**config.mk**
```make
export PLATFORM = sky130hd
export DESIGN_NAME = beta_fetch_unit
export DESIGN_NICKNAME = d
export VERILOG_FILES = /design/src/rtl/beta_pkg.sv /design/src/rtl/beta_fetch_buffer.sv /design/src/rtl/beta_fetch_unit.sv
export SDC_FILE = /design/constraint.sdc
export NUM_CORES = 1
export LEC_CHECK = 0
export BUFFER_PORTS_ARGS = -buffer_cell sky130_fd_sc_hd__buf_4
export CAP_MARGIN = 20
export CORE_MARGIN = 3
export CORE_UTILIZATION = 49
export DETAILED_ROUTE_END_ITERATION = 10
export GPL_TIMING_DRIVEN = 0
export PLACE_DENSITY = 0.89
export SYNTH_ARGS = -nofsm -noshare
export SYNTH_HDL_FRONTEND = slang
export SYNTH_SLANG_ARGS = --single-unit
```
**constraint.sdc**
```tcl
create_clock -name clk_i -period 4.8 [get_ports clk_i]
set_clock_uncertainty 0.05 [all_clocks]
set_input_delay 0.96 -clock clk_i [delete_from_list [all_inputs] [get_ports clk_i]]
set_output_delay 0.96 -clock clk_i [all_outputs]
set_load 0.01 [all_outputs]
```
**src/rtl/beta_pkg.sv**
```systemverilog
// Shared types and constants for the beta fetch stage.
// Optional misaligned-redirect trap: BETA_FETCH_MISALIGN_EXC_EN.
package beta_pkg;

  localparam int unsigned BETA_XLEN = 32;

  localparam logic [BETA_XLEN-1:0] BETA_NOP_INSTR = 32'h0000_0013;

  typedef enum logic [1:0] {
    FET_IDLE = 2'd0,
    FET_REQ  = 2'd1,
    FET_WAIT = 2'd2
  } beta_fetch_state_t;

  typedef struct packed {
    logic [BETA_XLEN-1:0] instr;
    logic [BETA_XLEN-1:0] next_pc;
  } beta_fetch_entry_t;

endpackage

```
**src/rtl/beta_fetch_buffer.sv**
```systemverilog
// Fetch response FIFO: power-of-2 depth, flush, push+pop when full.
// Synchronous active-low reset.
module beta_fetch_buffer
  import beta_pkg::*;
#(
  parameter int unsigned Depth = 2
) (
  input  logic                      clk_i,
  input  logic                      rstn_i,
  input  logic                      push_i,
  input  beta_fetch_entry_t         entry_i,
  input  logic                      pop_i,
  input  logic                      flush_i,
  output beta_fetch_entry_t         head_o,
  output logic                      full_o,
  output logic                      empty_o,
  output logic [$clog2(Depth):0]    count_o
);

  localparam int unsigned AW = $clog2(Depth);
  localparam int unsigned CW = AW + 1;

  beta_fetch_entry_t mem_q [Depth];
  logic [AW-1:0] wptr_q, wptr_d;
  logic [AW-1:0] rptr_q, rptr_d;
  logic [CW-1:0] cnt_q, cnt_d;
  logic          do_push, do_pop;

  assign empty_o = (cnt_q == '0);
  assign full_o  = (cnt_q == CW'(Depth));
  assign count_o = cnt_q;
  assign head_o  = mem_q[rptr_q];

  assign do_pop  = pop_i && !empty_o;
  assign do_push = push_i && (!full_o || do_pop);

  always_comb begin
    wptr_d = wptr_q;
    rptr_d = rptr_q;
    cnt_d  = cnt_q;
    if (flush_i) begin
      wptr_d = '0;
      rptr_d = '0;
      cnt_d  = '0;
    end else begin
      if (do_push) wptr_d = wptr_q + 1'b1;
      if (do_pop)  rptr_d = rptr_q + 1'b1;
      cnt_d = cnt_q + CW'(do_push) - CW'(do_pop);
    end
  end

  always_ff @(posedge clk_i) begin
    if (!rstn_i) begin
      wptr_q <= '0;
      rptr_q <= '0;
      cnt_q  <= '0;
    end else begin
      wptr_q <= wptr_d;
      rptr_q <= rptr_d;
      cnt_q  <= cnt_d;
    end
  end

  always_ff @(posedge clk_i) begin
    if (do_push && !flush_i) mem_q[wptr_q] <= entry_i;
  end

endmodule

```
**src/rtl/beta_fetch_unit.sv**
```systemverilog
// Instruction fetch stage: PC, imem request FSM, kill flag, credits.
// Optional misaligned-redirect trap: BETA_FETCH_MISALIGN_EXC_EN.
module beta_fetch_unit
  import beta_pkg::*;
#(
  parameter int unsigned          DataWidth = 32,
  parameter logic [DataWidth-1:0] BootAddr  = '0,
  parameter int unsigned          BufDepth  = 2
) (
  input  logic                 clk_i,
  input  logic                 rstn_i,
  output logic                 imem_req_o,
  output logic [DataWidth-1:0] imem_addr_o,
  input  logic                 imem_gnt_i,
  input  logic                 imem_rvalid_i,
  input  logic [DataWidth-1:0] imem_rdata_i,
  output logic [DataWidth-1:0] fet_instr_o,
  output logic                 fet_new_instr_o,
  output logic [DataWidth-1:0] fet_next_pc_o,
  input  logic                 fet_stall_i,
  input  logic                 fet_redirect_i,
  input  logic [DataWidth-1:0] fet_redirect_pc_i
`ifdef BETA_FETCH_MISALIGN_EXC_EN
  ,
  output logic                 fet_misalign_o
`endif
);

  localparam int unsigned   CW     = $clog2(BufDepth) + 1;
  localparam logic [CW-1:0] DepthC = CW'(BufDepth);

  beta_fetch_state_t    state_q, state_d;
  logic [DataWidth-1:0] pc_q, pc_d;
  logic                 kill_q, kill_d;
  logic                 mis_q;
  logic [DataWidth-1:0] redir_pc;
  logic                 redir_mis;

  beta_fetch_entry_t entry, head;
  logic              push, pop, empty, full;
  logic [CW-1:0]     count, occ;
  logic              owed, credit;

`ifdef BETA_FETCH_MISALIGN_EXC_EN
  logic mis_d;

  assign redir_pc       = fet_redirect_pc_i;
  assign redir_mis      = |fet_redirect_pc_i[1:0];
  assign mis_d          = fet_redirect_i ? redir_mis : mis_q;
  assign fet_misalign_o = mis_q;

  always_ff @(posedge clk_i) begin
    if (!rstn_i) mis_q <= 1'b0;
    else         mis_q <= mis_d;
  end
`else
  assign redir_pc  = fet_redirect_pc_i & ~DataWidth'(3);
  assign redir_mis = 1'b0;
  assign mis_q     = 1'b0;
`endif

  // a response is still in flight after this cycle
  assign owed = ((state_q == FET_WAIT) && !imem_rvalid_i)
             || ((state_q == FET_REQ) && imem_gnt_i);

  assign pop    = !empty && !fet_stall_i;
  assign push   = (state_q == FET_WAIT) && imem_rvalid_i
               && !kill_q && !fet_redirect_i;
  assign occ    = count - CW'(pop) + CW'(push);
  assign credit = !mis_q && (occ < DepthC);

  assign entry = '{instr: imem_rdata_i, next_pc: pc_q};

  beta_fetch_buffer #(
    .Depth (BufDepth)
  ) u_buf (
    .clk_i   (clk_i),
    .rstn_i  (rstn_i),
    .push_i  (push),
    .entry_i (entry),
    .pop_i   (pop),
    .flush_i (fet_redirect_i),
    .head_o  (head),
    .full_o  (full),
    .empty_o (empty),
    .count_o (count)
  );

  always_ff @(posedge clk_i) begin
    if (!rstn_i) begin
      state_q <= FET_IDLE;
      pc_q    <= BootAddr;
      kill_q  <= 1'b0;
    end else begin
      state_q <= state_d;
      pc_q    <= pc_d;
      kill_q  <= kill_d;
    end
  end

  always_comb begin
    state_d = state_q;
    pc_d    = pc_q;
    kill_d  = kill_q;
    if (fet_redirect_i) begin
      pc_d   = redir_pc;
      kill_d = owed;
      if (owed)
        state_d = FET_WAIT;
      else if (redir_mis || (state_q == FET_REQ))
        state_d = FET_IDLE;
      else
        state_d = FET_REQ;
    end else begin
      unique case (1'b1)
        (state_q == FET_IDLE): begin
          if (credit) state_d = FET_REQ;
        end
        (state_q == FET_REQ): begin
          if (imem_gnt_i) begin
            pc_d    = pc_q + DataWidth'(4);
            state_d = FET_WAIT;
          end
        end
        (state_q == FET_WAIT): begin
          if (imem_rvalid_i) begin
            kill_d = 1'b0;
            if (imem_req_o && imem_gnt_i)
              pc_d = pc_q + DataWidth'(4);
            else
              state_d = credit ? FET_REQ : FET_IDLE;
          end
        end
        default: state_d = FET_IDLE;
      endcase
    end
  end

  always_comb begin
    imem_req_o = 1'b0;
    unique case (1'b1)
      (state_q == FET_REQ):
        imem_req_o = 1'b1;
      (state_q == FET_WAIT):
        imem_req_o = imem_rvalid_i && !kill_q
                  && !fet_redirect_i && credit;
      default:
        imem_req_o = 1'b0;
    endcase
  end

  assign imem_addr_o     = pc_q;
  assign fet_new_instr_o = !empty;
  assign fet_instr_o     = empty ? BETA_NOP_INSTR : head.instr;
  assign fet_next_pc_o   = empty ? '0 : head.next_pc;

`ifndef SYNTHESIS
  a_rvalid_owed: assert property (@(posedge clk_i)
    disable iff (!rstn_i) imem_rvalid_i |-> state_q == FET_WAIT);
  a_no_overflow: assert property (@(posedge clk_i)
    disable iff (!rstn_i) push && full |-> pop);
`endif

endmodule
```
==> impl_metrics.xml <==
<?xml version="1.0" encoding="UTF-8"?>
<metrics>
  <group name="route">
    <metric name="vias" unit="">5860</metric>
    <metric name="detail_route.first_pass.iterations" unit="">6</metric>
    <metric name="route.antenna.remaining_nets" unit="">0</metric>
    <metric name="dr.first_iter.drc_count" unit="">849</metric>
    <metric name="route.detailed.wl_per_inst" unit="um">20.2</metric>
    <metric name="postRouteWirelength" unit="mm">19.8</metric>
    <metric name="vias_per_instance" unit="">5.96</metric>
    <metric name="drc" unit="">0</metric>
  </group>
  <group name="power">
    <metric name="total_leakage_power" unit="nW">3.39</metric>
    <metric name="fin_total_pwr" unit="mW">3.23</metric>
    <metric name="vdd_drop_max" unit="uV">291</metric>
    <metric name="power.density" unit="mW/mm^2">345</metric>
  </group>
  <group name="floorplan">
    <metric name="pin_count" unit="">168</metric>
    <metric name="rows" unit="">43</metric>
    <metric name="initial_core_util" unit="">0.513</metric>
    <metric name="design.die.area" unit="sq mm">0.0163</metric>
    <metric name="chipHeight" unit="um">128</metric>
    <metric name="core" unit="sq mm">0.0141</metric>
    <metric name="floorplan.die.width" unit="um">128</metric>
  </group>
  <group name="clock_network">
    <metric name="cts_buffers" unit="">17</metric>
    <metric name="holdBufCountCts" unit="">0</metric>
    <metric name="path_clk_slew" unit="ns">0.07</metric>
    <metric name="cts_post_setup_buffers_inserted" unit="">0</metric>
    <metric name="clock_insertion_delay_worst_skew" unit="ns">0.43</metric>
    <metric name="tritoncts" unit="">yes</metric>
    <metric name="clock_sinks" unit="">162</metric>
    <metric name="ctsResizeCount" unit="">0</metric>
    <metric name="clock_tree_root" unit="">clkbuf_16</metric>
    <metric name="max_h_tree_level" unit="">4</metric>
    <metric name="clk_path_buf_depth" unit="">2</metric>
  </group>
  <group name="synthesis">
    <metric name="main_combinational_cell_family_by_area_after_synthesis" unit="">simple AND/OR/NAND/NOR gates</metric>
    <metric name="synth.lib_cells_used.distinct" unit="">62</metric>
    <metric name="synthCells" unit="">607</metric>
    <metric name="seq_area_frac_synth" unit="">0.618</metric>
    <metric name="synth_flop_cell" unit="">edfxtp_1</metric>
    <metric name="synth_edf_count" unit="">124</metric>
    <metric name="flop_and_latch_count_out_of_synthesis" unit="">162</metric>
    <metric name="synthesis.area" unit="sq mm">0.00725</metric>
    <metric name="synth-simple-area-share" unit="">0.140</metric>
    <metric name="synth_async_sr_flop_share" unit="">0</metric>
    <metric name="synth_compound_area_frac" unit="">0.0992</metric>
    <metric name="post_synth_mux_area_share" unit="">0.0899</metric>
    <metric name="synth_xor_xnor_area_share" unit="">0.0104</metric>
    <metric name="synth_fa_ha_area_frac" unit="">0.0121</metric>
    <metric name="synth.yosys.warnings" unit="">0</metric>
    <metric name="postSynthAreaPerCell" unit="sq um">11.9</metric>
  </group>
  <group name="worst_setup_path">
    <metric name="critical_path.cell_chain" unit="">nor2_1, nor2_1, ha_1, xnor3_1, o311ai_2, a21oi_1, clkbuf_1, o21ai_0, a21oi_1</metric>
    <metric name="critical_path_buffers_and_inverters" unit="">1</metric>
    <metric name="critPathLaunchType" unit="">flop</metric>
    <metric name="standard_cell_with_the_maximum_stage_delay_on_the_critical_path" unit="">nor2_1</metric>
    <metric name="cp.arrival" unit="ns">4.17</metric>
    <metric name="path_max_fanout" unit="">10</metric>
    <metric name="cp_data_required_time" unit="ns">5.11</metric>
    <metric name="timing_worst_setup_path_type" unit="">reg2reg</metric>
    <metric name="timing.critical_path.max_delay_family" unit="">compound AO/OA/AOI/OAI gates</metric>
    <metric name="cpPeakStageDelay" unit="ns">0.76</metric>
    <metric name="endpoint_kind" unit="">flop</metric>
  </group>
  <group name="sta">
    <metric name="tns" unit="ns">0</metric>
    <metric name="grt_setup_unrepaired" unit="">no</metric>
    <metric name="fin_crit" unit="ns">3.86</metric>
    <metric name="achievable-frequency" unit="MHz">259</metric>
    <metric name="worst_hold_slack" unit="ns">0.450</metric>
    <metric name="postLayoutSetupSlackWorst" unit="ns">0.942</metric>
    <metric name="setup_viol_count_final" unit="">0</metric>
    <metric name="transition_at_the_pin_with_the_smallest_max_transition_slack" unit="ns">1.12</metric>
    <metric name="period_share" unit="">0.804</metric>
    <metric name="maxSlewHeadroom" unit="">0.244</metric>
    <metric name="final-max-slew-violation-count" unit="">0</metric>
    <metric name="final-hold-violation-count" unit="">0</metric>
  </group>
  <group name="global_routing">
    <metric name="grt_pass1_wl" unit="mm">30.3</metric>
    <metric name="grt_pass1_vias" unit="">5531</metric>
    <metric name="number_of_antenna_violations_at_the_first_check_in_global_routing" unit="">0</metric>
    <metric name="gr-usage-all-layers" unit="">0.240</metric>
    <metric name="largest_net_degree_at_the_start_of_global_routing" unit="">63</metric>
    <metric name="grt-ovfl-total" unit="">0</metric>
  </group>
  <group name="outcome">
    <metric name="status" unit="">finished, final reports clean</metric>
  </group>
  <group name="layout">
    <metric name="finalNetCount" unit="">867</metric>
    <metric name="layout-area-overhead-vs-synth" unit="%">28.8</metric>
    <metric name="layout-drive-gt1-share" unit="">0.257</metric>
    <metric name="final_util" unit="">0.660</metric>
    <metric name="antenna-diode-count" unit="">0</metric>
  </group>
  <group name="place">
    <metric name="numPortBuffers" unit="">159</metric>
    <metric name="gpl.final_weighted_congestion" unit="">0.952</metric>
    <metric name="dp_hpwl" unit="mm">13.8</metric>
    <metric name="dpl_worst_slack" unit="ns">0.994</metric>
  </group>
  <group name="min_path">
    <metric name="worst_hold_path_type" unit="">reg2reg</metric>
  </group>
  <group name="run">
    <metric name="max_cap_viol_count" unit="">0</metric>
  </group>
</metrics>
## worst reg2reg max path, stage by stage, from the launching register on
cell      delay [ns]
dfxtp_1         0.34
nor2_1          0.76
nor2_1          0.18
ha_1            0.38
xnor3_1         0.31
o311ai_2        0.17
a21oi_1         0.70
clkbuf_1        0.52
o21ai_0         0.20
a21oi_1         0.18
## sequential cells by signal, indices dropped and copies added, names as in the netlist, named ones only
| signal | cells |
|---|---|
| u_buf.mem_q | 124 |
| imem_addr_o | 30 |
| state_q | 2 |
| u_buf.count_o | 2 |
| kill_q | 1 |
| u_buf.rptr_q | 1 |
| u_buf.wptr_q | 1 |
## Yosys cell counts (all sizes together), types with 5 or more instances
master,count,area (sq um)
a21oi,15,75.1
a22oi,6,45.0
a31o,6,52.6
a31oi,11,68.8
and2,5,31.3
and3,10,62.6
and4,5,43.8
buf,15,75.1
clkbuf,27,101
dfxtp,38,761
edfxtp,124,3720
ha,7,87.6
inv,9,33.8
mux2i,64,641
nand2,39,146
nand3,11,55.1
nand4,17,106
nor2,89,334
nor2b,5,31.3
nor3,12,60.1
nor4,6,37.5
o21ai,19,95.1
o31ai,6,45.0
or4,5,37.5
## logic make-up after synthesis
| logic type | Yosys count |
|---|---|
| other | 1 |
| adder cells (fa/ha/maj) | 7 |
| flip-flops | 162 |
| multiplexers | 65 |
| buffers and inverters | 52 |
| AO/OA/AOI/OAI | 100 |
| XOR/XNOR | 7 |
| AND/OR/NAND/NOR | 213 |
## cell usage in the layout (no fill, tap or decap), types with 7 or more instances in the layout
| cell | instances |
|---|---|
| edfxtp_1 | 124 |
| nor3_1 | 12 |
| and3_1 | 10 |
| a31oi_1 | 11 |
| dfxtp_1 | 38 |
| buf_4 | 163 |
| o21ai_0 | 17 |
| ha_1 | 7 |
| nand3_1 | 11 |
| a21oi_1 | 15 |
| inv_1 | 9 |
| nor2_1 | 89 |
| mux2i_1 | 64 |
| nand4_1 | 17 |
| clkbuf_16 | 17 |
| clkbuf_1 | 31 |
| buf_1 | 8 |
| nand2_1 | 39 |
## layer usage
metal / track usage / share of wire
met1: 0.313 / 0.39
met2: 0.394 / 0.48
met3: 0.0592 / 0.11
met4: 0.0830 / 0.027
met5: 0 / 0
## stage by stage
step / cells / cell area (sq um)
final: 983 / 9340
after global routing: 983 / 9340
after CTS: 983 / 9340
after detailed placement: 951 / 8740
after global placement: 949 / 8680
after floorplan: 610 / 7270
## layout make-up
cell class                      count  area [sq um]
Timing Repair Buffer              161          1240
Inverter                           10          37.5
Sequential cell                   162          4480
Multi-Input combinational cell    396          2570
Clock buffer                       23           468
Buffer                             42           176
Clock inverter                      9           131
Tap cell                          180           225
Fill cell                        1028          4810
## path summary, 6_finish.rpt
path,startpoint,endpoint,slack [ns],cells past startpoint
min,kill_q$_SDFFE_PN0P_,kill_q$_SDFFE_PN0P_,0.45,2
max,u_buf.count_o[1]$_SDFF_PP0_,imem_addr_o[26]$_SDFFE_PN0P_,0.94,9
min reg2reg,kill_q$_SDFFE_PN0P_,kill_q$_SDFFE_PN0P_,0.45,2
max reg2reg,u_buf.count_o[1]$_SDFF_PP0_,imem_addr_o[26]$_SDFFE_PN0P_,0.94,9
## power by group
part           switching (mW)  internal (mW)
registers              0.0452           1.54
clock network           0.519          0.844
logic                   0.157          0.121
No activity file was read; power rests on OpenSTA's default activity.
